==> config.mk <==
export PLATFORM = sky130hd
export DESIGN_NAME = uart_mmio
export DESIGN_NICKNAME = d
export VERILOG_FILES = /design/src/rtl/uart_mmio.sv
export SDC_FILE = /design/constraint.sdc
export NUM_CORES = 1
export LEC_CHECK = 0
export BUFFER_PORTS_ARGS = -buffer_cell sky130_fd_sc_hd__buf_2
export CAP_MARGIN = 10
export CELL_PAD_IN_SITES_DETAIL_PLACEMENT = 0
export CELL_PAD_IN_SITES_GLOBAL_PLACEMENT = 2
export CORE_MARGIN = 2
export CORE_UTILIZATION = 30
export CTS_CLUSTER_DIAMETER = 150
export DETAILED_ROUTE_END_ITERATION = 10
export PLACE_DENSITY_LB_ADDON = 0.1
export SLEW_MARGIN = 20
export SYNTH_ARGS = -nofsm -noshare
export SYNTH_HDL_FRONTEND = slang
export SYNTH_SLANG_ARGS = --single-unit
==> constraint.sdc <==
create_clock -name clk -period 7 [get_ports clk]
set_input_delay 1.4 -clock clk [delete_from_list [all_inputs] [get_ports clk]]
set_output_delay 1.4 -clock clk [all_outputs]
set_load 0.05 [all_outputs]
==> src/rtl/uart_mmio.sv <==
// uart_mmio: memory-mapped 8N1 UART (STAT/RX/TX words) with TX and RX byte FIFOs.
// Latency: bus response registered one cycle after the request; an idle TX store starts its frame two cycles later.
// Backpressure: none on the bus; TX stores into a full FIFO are dropped, RX bytes arriving at a full FIFO are dropped and flag OVR.
module uart_mmio #(
  parameter int CLKS_PER_BIT = 16,
  parameter int FIFO_DEPTH   = 8
) (
  input  logic        clk,
  input  logic        rst,
  input  logic        req_valid,
  input  logic        req_write,
  input  logic [1:0]  req_addr,
  input  logic [3:0]  req_wmask,
  input  logic [31:0] req_wdata,
  output logic        resp_valid,
  output logic [31:0] resp_rdata,
  output logic        uart_txd,
  input  logic        uart_rxd
);

  localparam int AW = $clog2(FIFO_DEPTH);
  localparam int CW = $clog2(CLKS_PER_BIT);
  localparam logic [CW-1:0] BIT_LAST  = CW'(CLKS_PER_BIT - 1);
  localparam logic [CW-1:0] HALF_LAST = CW'(CLKS_PER_BIT / 2 - 1);

  typedef enum logic [1:0] {S_IDLE, S_START, S_DATA, S_STOP} state_t;

  // Bus decode
  logic stat_rd, rx_rd, tx_wr;
  assign stat_rd = req_valid && !req_write && (req_addr == 2'd0);
  assign rx_rd   = req_valid && !req_write && (req_addr == 2'd1);
  assign tx_wr   = req_valid &&  req_write && (req_addr == 2'd2) && req_wmask[0];

  // Only the low byte lane of a store carries data into the UART.
  logic unused_bus;
  assign unused_bus = ^{req_wmask[3:1], req_wdata[31:8]};

  // ---------------- TX FIFO ----------------
  logic [7:0]  tx_mem [FIFO_DEPTH];
  logic [AW:0] tx_wp, tx_rp;
  logic        tx_empty, tx_full, tx_push, tx_pop;

  assign tx_empty = (tx_wp == tx_rp);
  assign tx_full  = (tx_wp[AW] != tx_rp[AW]) && (tx_wp[AW-1:0] == tx_rp[AW-1:0]);

  state_t          tx_state;
  logic [CW-1:0]   tx_cnt;
  logic [2:0]      tx_bit;
  logic [7:0]      tx_sh;

  // The shifter takes a byte when idle, or straight out of the stop bit so frames run back to back.
  assign tx_pop  = !tx_empty && ((tx_state == S_IDLE) ||
                                 (tx_state == S_STOP && tx_cnt == BIT_LAST));
  // A full FIFO still accepts a store when the shifter pops in the same cycle.
  assign tx_push = tx_wr && (!tx_full || tx_pop);

  // TX FIFO pointer update
  always_ff @(posedge clk or negedge rst) begin
    if (!rst) begin
      tx_wp <= '0;
      tx_rp <= '0;
    end else begin
      if (tx_push) tx_wp <= tx_wp + 1'b1;
      if (tx_pop)  tx_rp <= tx_rp + 1'b1;
    end
  end

  // TX FIFO storage write
  always_ff @(posedge clk) begin
    if (tx_push) tx_mem[tx_wp[AW-1:0]] <= req_wdata[7:0];
  end

  // Transmitter FSM; uart_txd is registered from the current state, one cycle behind it
  always_ff @(posedge clk or negedge rst) begin
    if (!rst) begin
      tx_state <= S_IDLE;
      tx_cnt   <= '0;
      tx_bit   <= '0;
      tx_sh    <= '0;
      uart_txd <= 1'b1;
    end else begin
      case (tx_state)
        S_START: uart_txd <= 1'b0;
        S_DATA:  uart_txd <= tx_sh[0];
        default: uart_txd <= 1'b1;
      endcase
      case (tx_state)
        S_IDLE: begin
          if (tx_pop) begin
            tx_sh    <= tx_mem[tx_rp[AW-1:0]];
            tx_cnt   <= '0;
            tx_state <= S_START;
          end
        end
        S_START: begin
          if (tx_cnt == BIT_LAST) begin
            tx_cnt   <= '0;
            tx_bit   <= '0;
            tx_state <= S_DATA;
          end else begin
            tx_cnt <= tx_cnt + 1'b1;
          end
        end
        S_DATA: begin
          if (tx_cnt == BIT_LAST) begin
            tx_cnt <= '0;
            tx_sh  <= {1'b0, tx_sh[7:1]};
            if (tx_bit == 3'd7) tx_state <= S_STOP;
            else                tx_bit   <= tx_bit + 3'd1;
          end else begin
            tx_cnt <= tx_cnt + 1'b1;
          end
        end
        default: begin
          if (tx_cnt == BIT_LAST) begin
            tx_cnt <= '0;
            if (tx_pop) begin
              tx_sh    <= tx_mem[tx_rp[AW-1:0]];
              tx_state <= S_START;
            end else begin
              tx_state <= S_IDLE;
            end
          end else begin
            tx_cnt <= tx_cnt + 1'b1;
          end
        end
      endcase
    end
  end

  // ---------------- RX path ----------------
  logic [1:0] rx_sync;
  logic       rxs;

  // Two-flop synchronizer for the asynchronous serial input, idling high
  always_ff @(posedge clk or negedge rst) begin
    if (!rst) rx_sync <= 2'b11;
    else      rx_sync <= {rx_sync[0], uart_rxd};
  end
  assign rxs = rx_sync[1];

  state_t        rx_state;
  logic [CW-1:0] rx_cnt;
  logic [2:0]    rx_bit;
  logic [7:0]    rx_sh;

  logic [7:0]  rx_mem [FIFO_DEPTH];
  logic [AW:0] rx_wp, rx_rp;
  logic        rx_empty, rx_full, rx_done, rx_push_req, rx_push, rx_pop;
  logic        ovr_evt, ferr_evt;

  assign rx_empty    = (rx_wp == rx_rp);
  assign rx_full     = (rx_wp[AW] != rx_rp[AW]) && (rx_wp[AW-1:0] == rx_rp[AW-1:0]);
  assign rx_done     = (rx_state == S_STOP) && (rx_cnt == BIT_LAST);
  assign rx_push_req = rx_done && rxs;
  assign ferr_evt    = rx_done && !rxs;
  assign rx_pop      = rx_rd && !rx_empty;
  // A CPU pop in the stop-sample cycle frees the slot, so the byte lands without overrun.
  assign rx_push     = rx_push_req && (!rx_full || rx_pop);
  assign ovr_evt     = rx_push_req && !rx_push;

  // Receiver FSM: half-bit start check, then one sample per bit period
  always_ff @(posedge clk or negedge rst) begin
    if (!rst) begin
      rx_state <= S_IDLE;
      rx_cnt   <= '0;
      rx_bit   <= '0;
      rx_sh    <= '0;
    end else begin
      case (rx_state)
        S_IDLE: begin
          if (!rxs) begin
            rx_cnt   <= '0;
            rx_state <= S_START;
          end
        end
        S_START: begin
          if (rx_cnt == HALF_LAST) begin
            rx_cnt   <= '0;
            rx_bit   <= '0;
            rx_state <= rxs ? S_IDLE : S_DATA;
          end else begin
            rx_cnt <= rx_cnt + 1'b1;
          end
        end
        S_DATA: begin
          if (rx_cnt == BIT_LAST) begin
            rx_cnt <= '0;
            rx_sh  <= {rxs, rx_sh[7:1]};
            if (rx_bit == 3'd7) rx_state <= S_STOP;
            else                rx_bit   <= rx_bit + 3'd1;
          end else begin
            rx_cnt <= rx_cnt + 1'b1;
          end
        end
        default: begin
          if (rx_cnt == BIT_LAST) begin
            rx_cnt   <= '0;
            rx_state <= S_IDLE;
          end else begin
            rx_cnt <= rx_cnt + 1'b1;
          end
        end
      endcase
    end
  end

  // RX FIFO pointer update
  always_ff @(posedge clk or negedge rst) begin
    if (!rst) begin
      rx_wp <= '0;
      rx_rp <= '0;
    end else begin
      if (rx_push) rx_wp <= rx_wp + 1'b1;
      if (rx_pop)  rx_rp <= rx_rp + 1'b1;
    end
  end

  // RX FIFO storage write
  always_ff @(posedge clk) begin
    if (rx_push) rx_mem[rx_wp[AW-1:0]] <= rx_sh;
  end

  // Sticky error flags: a STAT read clears them, a same-cycle event keeps its flag set
  logic ovr, ferr;
  always_ff @(posedge clk or negedge rst) begin
    if (!rst) begin
      ovr  <= 1'b0;
      ferr <= 1'b0;
    end else begin
      ovr  <= (ovr  && !stat_rd) || ovr_evt;
      ferr <= (ferr && !stat_rd) || ferr_evt;
    end
  end

  logic [31:0] stat_word;
  assign stat_word = {26'b0, ferr, ovr, tx_full, (tx_empty && tx_state == S_IDLE), rx_full, rx_empty};

  // Registered bus response: one strobe per request, data only for STAT and non-empty RX loads
  always_ff @(posedge clk or negedge rst) begin
    if (!rst) begin
      resp_valid <= 1'b0;
      resp_rdata <= '0;
    end else begin
      resp_valid <= req_valid;
      resp_rdata <= '0;
      if (stat_rd)     resp_rdata <= stat_word;
      else if (rx_pop) resp_rdata <= {24'b0, rx_mem[rx_rp[AW-1:0]]};
    end
  end

endmodule

## After elaboration in Yosys (flattened, before gate mapping)

Memories as Yosys holds them, arrays and structs flattened.
Index checks and enable logic that the tools add are counted.

| word-level totals | value |
|---|---|
| register bits after elaboration | 88 |
| memory bits (writable) | 128 |
| logic and storage cells | 144 |
| memories kept | 2 |

| cells by class | value |
|---|---|
| add/sub/neg operators | 8 |
| equality and inequality tests | 29 |
| muxes and demuxes | 40 |
| bitwise operators | 1 |
| reductions and logical operators | 46 |

Memory list:

| memory | depth | width | rd ports | clocked after Yosys merged registers in | write ports | line | text |
|---|---|---|---|---|---|---|---|
| rx_mem | 8 | 8 | 1 | 0 | 1 | 147 | `logic [7:0] rx_mem [FIFO_DEPTH];` |
| tx_mem | 8 | 8 | 1 | 0 | 1 | 39 | `logic [7:0] tx_mem [FIFO_DEPTH];` |

Operators with widths:

| kind | count |
|---|---|
| 2-to-1 mux 8 bit | 5 |
| adder 4 x 1 -> 4 bit (second input constant) | 6 |
| 2-to-1 mux 4 bit | 6 |
| case mux 8 bit (3 select lines) | 1 |
| 2-to-1 mux 2 bit | 11 |
| logical AND 1 bit | 20 |
| inequality test 2 bit (second input constant) | 10 |
| 2-to-1 mux 3 bit | 6 |
| case mux 2 bit (3 select lines) | 2 |
| case mux 3 bit (2 select lines) | 2 |
| equality test 2 bit (second input constant) | 5 |
| AND reduction 5 bit | 2 |
| equality test 4 bit | 2 |
| equality test 4 bit (second input constant) | 2 |
| logical NOT 1 bit | 8 |
| case mux 4 bit (2 select lines) | 1 |
| AND reduction 4 bit | 2 |
| adder 3 x 1 -> 3 bit (second input constant) | 2 |
| equality test 2 x 1 -> 1 bit (second input constant) | 3 |
| equality test 3 bit | 2 |
| equality test 3 bit (second input constant) | 2 |
| logical NOT 2 bit | 3 |
| nonzero test 2 bit | 3 |
| logical OR 1 bit | 5 |
| 8 further kinds | 13 |

## Logic depth before layout (Yosys ltp)

| logic depth | value |
|---|---|
| depth after elaboration | 9 |
| depth in mapped cells | 7 |
| depth with buffers taken out | 6 |

## Worst setup path after synthesis

Ideal clock, no wire load.

| path | value |
|---|---|
| path type | input to register |
| start point | input req_write |
| end point | memory rx_mem[2][0] (enable) |
| setup time | 0.398 ns |
| arrival time | 2.952 ns |
| required time | 6.602 ns |
| setup slack | 3.650 ns |
| cell stages on the path | 3 |
| path through | nor3_1 > o21ai_2 > nor4b_1 |

| between the ends | value |
|---|---|
| cells in the longest elaborated chain, start to end | 8 |

Ends and longest elaborated chain:

| item | line | text |
|---|---|---|
| start: declaration | 11 | `input logic req_write,` |
| logical NOT 1 bit | 31 | `assign rx_rd = req_valid && !req_write && (req_addr == 2'd1);` |
| logical AND 1 bit (2 in series) | 31 |  |
| logical AND 1 bit | 157 | `assign rx_pop = rx_rd && !rx_empty;` |
| logical OR 1 bit | 159 | `assign rx_push = rx_push_req && (!rx_full \|\| rx_pop);` |
| logical AND 1 bit | 159 |  |
| 2-to-1 mux 1 bit | 221 | `if (rx_push) rx_mem[rx_wp[AW-1:0]] <= rx_sh;` |
| 2-to-1 mux 1 bit (implied by the code) | 221 |  |
| end: declaration | 147 |  |

No other way between the ends.

## Worst setup path in the final report

| path | value |
|---|---|
| start point | input req_write |
| end point | memory rx_mem[6][1] (enable) |

Same word-level chain as after synthesis.

==> metrics <==
worst hold path type=reg2reg; total CTS buffers=17; worst slew pin tran=1.03 ns; Final period util=44.9%; largest net degree at the start of global routing=65; Hold Buf Count CTS=0; flop2flop setup slack=4.04 ns; total negative slack=0 ns; fin. max-slew vios=0; Critical Setup Path Class=in2reg; Hold Path Depth=0; gpl congestion=0.691; ys async rst share=33.3%; Root Buffer=clkbuf_16; core area=27,100 um2; final setup fails=0; Die ar.=29,000 um2; Seq/Total Area, Yosys=65.6%; WHS Endpoint=rx_sync[1]; Syn Inst Count=512; Yosys reg bits=192; Placed Cells=892; Critical Path AT=3.19 ns; nets@finish=597; predominant post-synthesis flop cell=edfxtp_1; Total GRT Usage=12.5%; vias per cell=4.62; Hold Path Origin=rx_sync[0]; Setup crit start kind=input pin; worst vdd ir=167 uV; initial core utilization=30.7%; P_leak=3.47 nW; Max Cap Viol=0; CP Data Required Time=7.05 ns; r2r endpoint=tx_mem[3][6]; Reg2Reg Launch Point=tx_rp[2]; worst-path maximum fanout=9; clk buf depth=2; Worst Skew=0.0190 ns; first-pass GRT wire length=26,500 um; number of flops mapped to enable cells by yosys=128; share of the synthesized area in the top cell type=46.3%; Remaining DRCs=0; clk_lat worst skew=0.44 ns; synthesized cell area=8310 um2; count of cell types in the netlist=61; # resized after CTS=0; Worst-path clk slew=0.08 ns; RSZ-0062 raised after global routing=false; GR Overflow Total=0; initial antenna violation count=1; htree depth=4; IO Pins=77; TritonRoute pass-1 iters=4; Fill cells=2,595; Post-DRT Antenna Nets=0; Post-DP HPWL=10,600 um; largest cells by area after synthesis=edfxtp_1 (46%), dfrtp_1 (18%), mux4_2 (6.8%), buf_4 (2.3%), ha_1 (2.3%); routed len/inst=18.6 um; endpoints failing hold=0; pwr dens=366 nW/um2; fin cells=925; Initial DRC Count=288; setup bufs post-CTS=0; share of layout cells above drive strength 1=23.6%; area delta synth->final=13.3%; Yosys top cell by area=edfxtp_1; drt total wl=17,200 um; fmax=0.318 GHz; CTS tree=yes; vias post-DR=4,277; Slew HR=31.2%; Chip Height=170 um; run status=finished clean; PortBufs=25; endpoint type of the worst setup path=flip-flop; num rows=60; final worst path period need=3.14 ns; mean post-synth cell area=16.2 um2; vias in the first global route=4,314; YS warnings=0; Clock Sinks=192; Die W=170 um; R2R depth=4
==> registers in the layout, indices dropped and copies added (netlist names) <==
signal      count
tx_cnt          4
rx_bit          3
tx_state        2
uart_txd        1
rx_sh           8
tx_rp           4
rx_wp           4
rx_sync         2
rx_cnt          4
tx_wp           4
resp_rdata      8
tx_bit          3
resp_valid      1
rx_state        2
ovr             1
tx_sh           8
ferr            1
rx_rp           4
tx_mem         64
rx_mem         64
==> synthesized netlist by cell type, types with 13 or more instances <==
master      n
dfrtp_1    61
mux2_2     13
nor2_1     19
mux2i_1    17
buf_4      26
edfxtp_1  128
clkbuf_1   14
xnor2_1    15
nand2_1    18
inv_1      20
mux4_2     25
ha_1       15
==> report_power, final <==
group          switching (W)  leakage [nW]  total (W)  internal (W)
Combinational       0.000513          1.16   0.000937      0.000424
Clock               0.000498         0.293   0.000987      0.000490
Sequential          0.000193          2.02    0.00152       0.00132
==> per-stage QoR <==
| stage | cell area [um2] | setup slack (ns) | hold slack [ns] | util (%) | total power (W) |
|---|---|---|---|---|---|
| after floorplan | 8400 | 3.65 | 0.345 | - | 0.00227 |
| after global placement | 8800 | 3.42 | 0.347 | 32.5 | 0.00248 |
| after detailed placement | 8800 | 3.36 | 0.348 | 32.5 | 0.00250 |
| after CTS | 9410 | 3.83 | 0.364 | 34.7 | 0.00350 |
| after global routing | 9410 | 3.70 | 0.367 | 34.7 | 0.00365 |
| final | 9420 | 3.86 | 0.361 | 34.7 | 0.00344 |
==> logic make-up after synthesis <==
logic type | share of synthesized area [%]
other | 0.0451
buffers and inverters | 4.74
adders and majority gates | 2.26
muxes | 13.2
and+or+nand+nor | 5.04
xor gates and xnor gates | 2.92
DFF | 65.6
AOI/OAI and AO/OA | 6.26
==> placed cells by master, fill, tap and decap left out, types with 7 or more instances in the layout <==
cell type,count
clkbuf_16,17
a222oi_1,7
edfxtp_1,128
o21ai_0,10
conb_1,24
buf_2,25
buf_4,11
a21oi_1,9
ha_1,15
mux2i_1,17
nor2_1,19
nand2_1,18
inv_1,20
xnor2_1,15
mux2_2,13
mux4_1,7
mux4_2,25
dfrtp_1,61
==> worst max-delay path by stage <==
stage                   end  cells after the start  slack (ns)         from
6_report       rx_mem[6][1]                      4        3.86    req_write
5_1_grt        tx_mem[6][6]                      5        3.70  req_addr[0]
4_1_cts        tx_mem[6][6]                      5        3.83  req_addr[0]
3_5_place_dp   tx_mem[6][3]                      5        3.36  req_addr[0]
3_3_place_gp   tx_mem[6][3]                      5        3.42  req_addr[0]
2_1_floorplan  rx_mem[2][0]                      3        3.65    req_write
==> area by class of cell <==
| class | instances | area, um2 | area share (%) |
|---|---|---|---|
| antenna | 1 | 2.50 | 0.0266 |
| clock buffer | 18 | 429 | 4.56 |
| clock inverter | 14 | 183 | 1.94 |
| inverter | 20 | 75.1 | 0.797 |
| multi-input combinational | 272 | 2600 | 27.7 |
| sequential | 192 | 5450 | 57.9 |
| tap | 372 | 465 | 4.94 |
| timing repair buffer | 36 | 208 | 2.21 |
==> routing by layer <==
layer	share of wire, %	vias up	wire length [um]	global-route usage (%)
li1	-	1988	-	-
met1	51	2220	8800	18.3
met2	45	61	7810	18.7
met3	2.9	8	492	2.98
met4	0.75	0	130	3.34
met5	0	-	0	0
==> worst max-delay path: stages <==
cell	delay, ns
buf_2	0.12
nor3_1	0.60
o21ai_2	0.29
nor3_2	0.77
Power figures use the tool's default switching activity.
